==> src/rtl/regfile_scoreboard_if.sv <==
// ID/WB-facing bundle of the register-file scoreboard: two read ports,
// the reserve port, the writeback port and the status flags.
interface regfile_scoreboard_if #(
    parameter int RA = 4,
    parameter int DW = 32
);
    logic [RA-1:0] r0_num;
    logic [RA-1:0] r1_num;
    logic [DW-1:0] r0_data;
    logic [DW-1:0] r1_data;
    logic [1:0]    reserved;
    logic          w_reserve;
    logic [RA-1:0] w_num;
    logic          wb;
    logic [RA-1:0] wbr_num;
    logic [DW-1:0] wb_data;
    logic          busy;
    logic          err;

    modport master (
        output r0_num, r1_num, w_reserve, w_num, wb, wbr_num, wb_data,
        input  r0_data, r1_data, reserved, busy, err
    );

    modport slave (
        input  r0_num, r1_num, w_reserve, w_num, wb, wbr_num, wb_data,
        output r0_data, r1_data, reserved, busy, err
    );
endinterface

==> src/rtl/regfile_scoreboard.sv <==
// Register file with per-register outstanding-write counters; WB data and
// WB releases are bypassed to the read ports in the same cycle.

// One architectural register: data word plus its reservation counter.
module regfile_entry #(
    parameter int DW      = 32,
    parameter int CW      = 2,
    parameter bit IS_ZERO = 1'b0
) (
    input  logic          clk,
    input  logic          rst,
    input  logic          inc,
    input  logic          wr,
    input  logic [DW-1:0] wdata,
    output logic [DW-1:0] data,
    output logic [CW-1:0] cnt,
    output logic          err
);
    localparam logic [CW-1:0] CMAX = '1;

    logic dec;
    assign dec = wr && (cnt != '0);

    always_ff @(posedge clk) begin
        if (rst || IS_ZERO) begin
            data <= '0;
            cnt  <= '0;
        end else begin
            if (wr) data <= wdata;
            if (inc && !dec && cnt != CMAX) cnt <= cnt + 1'b1;
            else if (dec && !inc)           cnt <= cnt - 1'b1;
        end
    end

    // Unreserved writeback, or a reserve that would wrap the counter.
    assign err = !IS_ZERO && ((wr && cnt == '0) || (inc && !dec && cnt == CMAX));
endmodule

module regfile_scoreboard #(
    parameter int NREG     = 16,
    parameter int RA       = 4,
    parameter int DW       = 32,
    parameter int CW       = 2,
    parameter int ZERO_REG = 1
) (
    input logic                clk,
    input logic                rst,
    regfile_scoreboard_if.slave bus
);
    logic [NREG-1:0][DW-1:0] regs;
    logic [NREG-1:0][CW-1:0] cnt;
    logic [NREG-1:0]         err_hit;
    logic                    err_q;

    for (genvar n = 0; n < NREG; n++) begin : g_ent
        regfile_entry #(
            .DW      (DW),
            .CW      (CW),
            .IS_ZERO ((ZERO_REG != 0) && (n == 0))
        ) u_ent (
            .clk   (clk),
            .rst   (rst),
            .inc   (bus.w_reserve && bus.w_num == RA'(n)),
            .wr    (bus.wb && bus.wbr_num == RA'(n)),
            .wdata (bus.wb_data),
            .data  (regs[n]),
            .cnt   (cnt[n]),
            .err   (err_hit[n])
        );
    end

    logic [1:0][RA-1:0] rnum;
    logic [1:0][DW-1:0] rdata;
    logic [1:0]         rres;
    logic [1:0]         whit;

    assign rnum = {bus.r1_num, bus.r0_num};

    // A writeback retiring the last reservation clears reserved this cycle.
    always_comb begin
        rdata = '0;
        rres  = '0;
        whit  = '0;
        for (int i = 0; i < 2; i++) begin
            whit[i] = bus.wb && bus.wbr_num == rnum[i];
            if (!(ZERO_REG != 0 && rnum[i] == '0)) begin
                rdata[i] = whit[i] ? bus.wb_data : regs[rnum[i]];
                rres[i]  = (cnt[rnum[i]] != '0) && !(whit[i] && cnt[rnum[i]] == CW'(1));
            end
        end
    end

    always_ff @(posedge clk) begin
        if (rst) err_q <= 1'b0;
        else if (|err_hit) err_q <= 1'b1;
    end

    assign bus.r0_data  = rdata[0];
    assign bus.r1_data  = rdata[1];
    assign bus.reserved = rres;
    assign bus.busy     = |cnt;
    assign bus.err      = err_q;
endmodule

==> src/flat_wrapper.sv <==
// flat-port wrapper written by rule: the top's interface ports become plain ports
module regfile_scoreboard_flat 
#(
    parameter int NREG     = 16,
    parameter int RA       = 4,
    parameter int DW       = 32,
    parameter int CW       = 2,
    parameter int ZERO_REG = 1
)
  (clk, rst, bus_r0_num, bus_r1_num, bus_w_reserve, bus_w_num, bus_wb, bus_wbr_num, bus_wb_data, bus_r0_data, bus_r1_data, bus_reserved, bus_busy, bus_err);
  regfile_scoreboard_if #(.RA(RA), .DW(DW)) bus_i ();
  input logic clk;
  input logic rst;
  input wire logic [$bits(bus_i.r0_num)-1:0] bus_r0_num;
  input wire logic [$bits(bus_i.r1_num)-1:0] bus_r1_num;
  input wire logic [$bits(bus_i.w_reserve)-1:0] bus_w_reserve;
  input wire logic [$bits(bus_i.w_num)-1:0] bus_w_num;
  input wire logic [$bits(bus_i.wb)-1:0] bus_wb;
  input wire logic [$bits(bus_i.wbr_num)-1:0] bus_wbr_num;
  input wire logic [$bits(bus_i.wb_data)-1:0] bus_wb_data;
  output wire logic [$bits(bus_i.r0_data)-1:0] bus_r0_data;
  output wire logic [$bits(bus_i.r1_data)-1:0] bus_r1_data;
  output wire logic [$bits(bus_i.reserved)-1:0] bus_reserved;
  output wire logic [$bits(bus_i.busy)-1:0] bus_busy;
  output wire logic [$bits(bus_i.err)-1:0] bus_err;
  assign bus_i.r0_num = bus_r0_num;
  assign bus_i.r1_num = bus_r1_num;
  assign bus_i.w_reserve = bus_w_reserve;
  assign bus_i.w_num = bus_w_num;
  assign bus_i.wb = bus_wb;
  assign bus_i.wbr_num = bus_wbr_num;
  assign bus_i.wb_data = bus_wb_data;
  assign bus_r0_data = bus_i.r0_data;
  assign bus_r1_data = bus_i.r1_data;
  assign bus_reserved = bus_i.reserved;
  assign bus_busy = bus_i.busy;
  assign bus_err = bus_i.err;
  regfile_scoreboard #(.NREG(NREG), .RA(RA), .DW(DW), .CW(CW), .ZERO_REG(ZERO_REG)) u_core (.clk(clk), .rst(rst), .bus(bus_i));
endmodule
==> config.mk <==
export PLATFORM = sky130hd
export DESIGN_NAME = regfile_scoreboard_flat
export DESIGN_NICKNAME = d
export VERILOG_FILES = /design/src/rtl/regfile_scoreboard_if.sv /design/src/rtl/regfile_scoreboard.sv /design/src/flat_wrapper.sv
export SDC_FILE = /design/constraint.sdc
export NUM_CORES = 2
export LEC_CHECK = 0
export CORE_MARGIN = 5
export CORE_UTILIZATION = 45
export CTS_BUF_LIST = sky130_fd_sc_hd__clkbuf_4
export DETAILED_ROUTE_END_ITERATION = 8
export PLACE_DENSITY = 0.71
export SKIP_LAST_GASP = 1
export SLEW_MARGIN = 10
export SYNTH_ARGS = -nofsm -noshare
export SYNTH_HDL_FRONTEND = slang
export SYNTH_SLANG_ARGS = --single-unit
==> constraint.sdc <==
create_clock -name clk -period 7.7 [get_ports clk]
set_input_delay 1.54 -clock clk [delete_from_list [all_inputs] [get_ports clk]]
set_output_delay 1.54 -clock clk [all_outputs]
set_load 0.05 [all_outputs]
==> impl_results.md <==
- Status: completed
- Largest net degree at the start of global routing: 178
- Slew @ Worst Pin: 1281 ps
- Core Area: 0.06160 mm²
- Num CTS Buffers: 140
- GR peak layer: met2
- Layout cells sized above 1: 18.21%
- Post-synth EDFFs: 0
- R2r setup slk: 5830 ps
- Hold path depth: 2
- Post-synthesis cell type count: 48
- Required @ worst endpoint: 6160 ps
- Total grt overflow: 0
- Worst reg-to-reg path cell count: 4
- ANT nets after route: 0
- Placer congestion estimate: 0.9142
- Synthesized area: 0.02796 mm²
- Synth Flop Type: dfxtp_1
- Post-Syn Area per Cell: 8.364 µm²
- F_max: 152.0 MHz
- Root buffer cell: clkbuf_4
- Syn. warnings: 0
- Hold Crit Class: flip-flop to flip-flop
- CTS tree: yes
- Initial antenna violation count: 4
- Final WL: 100400 µm
- CP Launch Type: input port
- CP Class: input port to output pin
- Hold Startpoint: u_core.g_ent[9].u_ent.data[16]
- #FFs+latches synth: 511
- # Max-Cap Violations: 0
- Ports: 120
- Global-route wire length before repair: 152100 µm
- Pre-CTS WS: 1236 ps
- Share of the synthesized area in the top cell type: 36.59%
- Detailed-route DRC error count: 0
- Leakage: 10.18 nW
- DR vias: 26409
- Asr flop ratio synth: 0%
- Crit path max fanout: 25
- Dominant cells by area after synthesis: dfxtp_1 37%, mux4_2 18%, nand2_1 15%
- RSZ-0062 raised after global routing: false
- Met1 usage: 38.88%
- Met2 Use GR: 45.08%
- Clock Latency Late Sink: 1000 ps
- Post-detail-place hpwl: 56610 µm
- DRT iter0 DRCs: 4154
- First-pass DRT Iterations: 7
- Die extent in y: 259.3 µm
- H-tree depth: 4
- Most frequent cells after synthesis: 1103 x nand2_1, 551 x a21oi_1, 511 x dfxtp_1, 260 x clkbuf_1, 221 x mux4_2
- Fin util: 50.27%
- Max VDD drop: 0.1160 mV
- Post-synthesis instance total: 3343
- Clock slew at the register clock pins of the worst setup and hold paths: 50 ps
- Hold Vio Cnt, Final: 0
- Maximum root-to-sink buffer count: 3
- Die Footprint: 0.06722 mm²
- Hold Buf Count CTS: 0
- # port buffers: 119
- Post-DR wirelength/cell: 23.76 µm
- NumNets Final: 3350
- Relative slew margins: 14.41%
- Setup TNS: 0 ps
- Post-synthesis to final-layout area growth: 10.75%
- Starting density of the core: 45.39%
- Worst clock skew: 29.77 ps
- Clk sinks: 511
- Critical R2R Capture: u_core.bus.err
- Postcts setup bufs: 0
- Final period util: 85.42%
- Worst Setup End Kind: output pin
- Most frequent cell after synthesis: nand2_1
- Vias per Instance: 6.246
- Vias in the first global route: 25215
- Worst reg2reg startpoint: u_core.g_ent[5].u_ent.cnt[1]
- Final setup viols: 0
- PostCTS Resize Cnt: 0
- Sequential area share after synthesis: 36.59%
- All-Layer GR Usage: 29.15%
- Arr. time, crit path: 5040 ps
- PD cells: 192.0 mW/mm²
- Min setup slack post-route: 1122 ps
- Die extent in x: 259.3 µm
- Post-layout min period: 6578 ps
- Min-Delay Endpoint: u_core.g_ent[9].u_ent.data[16]
- Slew Limit Fails: 0
- Syn_nets: 3395
- Largest area contributor in the netlist: dfxtp_1
- Met3 Usage GRT: 7.976%
- Row cnt: 91
-- area by class of cell --
cell class / count / area [µm²]
antenna: 2 / 5.005
clock buffer: 212 / 1592
clock inverter: 21 / 135.1
fill: 5774 / 30630
inverter: 2 / 7.507
multi-input combinational: 2462 / 16270
sequential: 511 / 10230
tap: 837 / 1047
timing repair buffer: 181 / 1682
-- report_power, final --
part	switching [mW]	total, mW	internal (mW)
combinational	0.524	0.762	0.238
sequential	0.0268	2.70	2.68
clock	1.17	2.48	1.31
total	1.72	5.94	4.22
-- registers in the layout (all words and copies together) (netlist names) --
register,cells
u_core.g_ent.u_ent.data,480
u_core.bus.err,1
u_core.g_ent.u_ent.cnt,30
-- critical path, stage by stage --
cell             delay [ps]
buf_2                   520
buf_4                   380
nand2b_2                760
nor2_1                  130
a211oi_1                460
nand2_1                 210
a21oi_1                 200
clkdlybuf4s50_1         820
-- through the flow --
| step | power (mW) | area, µm² | std cells | hold WS (ps) |
|---|---|---|---|---|
| 2_1_floorplan | 3.266 | 27960 | 3343 | 442.4 |
| 3_3_place_gp | 3.504 | 29230 | 3993 | 449.3 |
| 3_5_place_dp | 3.510 | 29230 | 3993 | 456.9 |
| 4_1_cts | 5.956 | 30960 | 4226 | 466.0 |
| 5_1_grt | 6.147 | 30970 | 4228 | 482.3 |
| 6_report | 5.945 | 30970 | 4228 | 462.5 |
-- routing by layer --
layer,up-vias,part of all wire (%)
li1,11663,-
met1,12673,38
met2,1754,45
met3,315,12
met4,4,4.1
met5,-,0.033
-- worst max path at each step --
stage / startpoint / end / slack, ps
6_report: bus_r1_num[3] / bus_r1_data[13] / 1120
5_1_grt: bus_r1_num[3] / bus_r1_data[13] / 1140
4_1_cts: bus_r0_num[2] / bus_r0_data[24] / 1220
3_5_place_dp: bus_r0_num[2] / bus_r0_data[24] / 1240
3_3_place_gp: bus_r0_num[2] / bus_r0_data[24] / 1270
2_1_floorplan: bus_r0_num[0] / bus_r0_data[21] / 2450
-- placed cells by master (no fill, tap or decap), types with 3 or more instances in the layout --
master           netlist  final
nand2_1             1103   1090
a21oi_1              551    551
dfxtp_1              511    511
mux4_2               221    221
clkbuf_4               0    212
nor2_1               130    118
clkdlybuf4s50_1        0    110
buf_4                 11     62
mux2_2                60     60
a211oi_1              55     55
mux2i_1               53     53
a221oi_1              52     52
nor3_1                34     34
o21ai_0               32     32
a2111oi_0             19     19
nand3_1               19     17
xor2_1                16     16
a22o_1                16     16
nand2_2                2     15
nor2_4                 0     12
clkinv_1               0     12
a2111o_1              11     11
o211ai_1              11     11
nor4_1                10     10
o21a_1                10     10
or2_1                  5      5
mux2_1                 5      5
nand2b_1               7      5
or2_2                  4      4
nor2b_1                6      4
nand3b_1               4      4
inv_2                  0      4
xnor2_1                3      3
and2_2                 0      3
clkinv_2               0      3
-- logic make-up (layout without fill, tap and decap cells) --
group           count (synthesis)  count (layout)  synth area share [%]
compound gates                764             764                 15.86
xor+xnor                       19              19                0.5952
buf+inv                       370             416                 5.840
flops                         511             511                 36.59
mux                           339             339                 22.32
other cells                     0               2                     0
simple gates                 1340            1340                 18.80
Power figures use the tool's default switching activity.
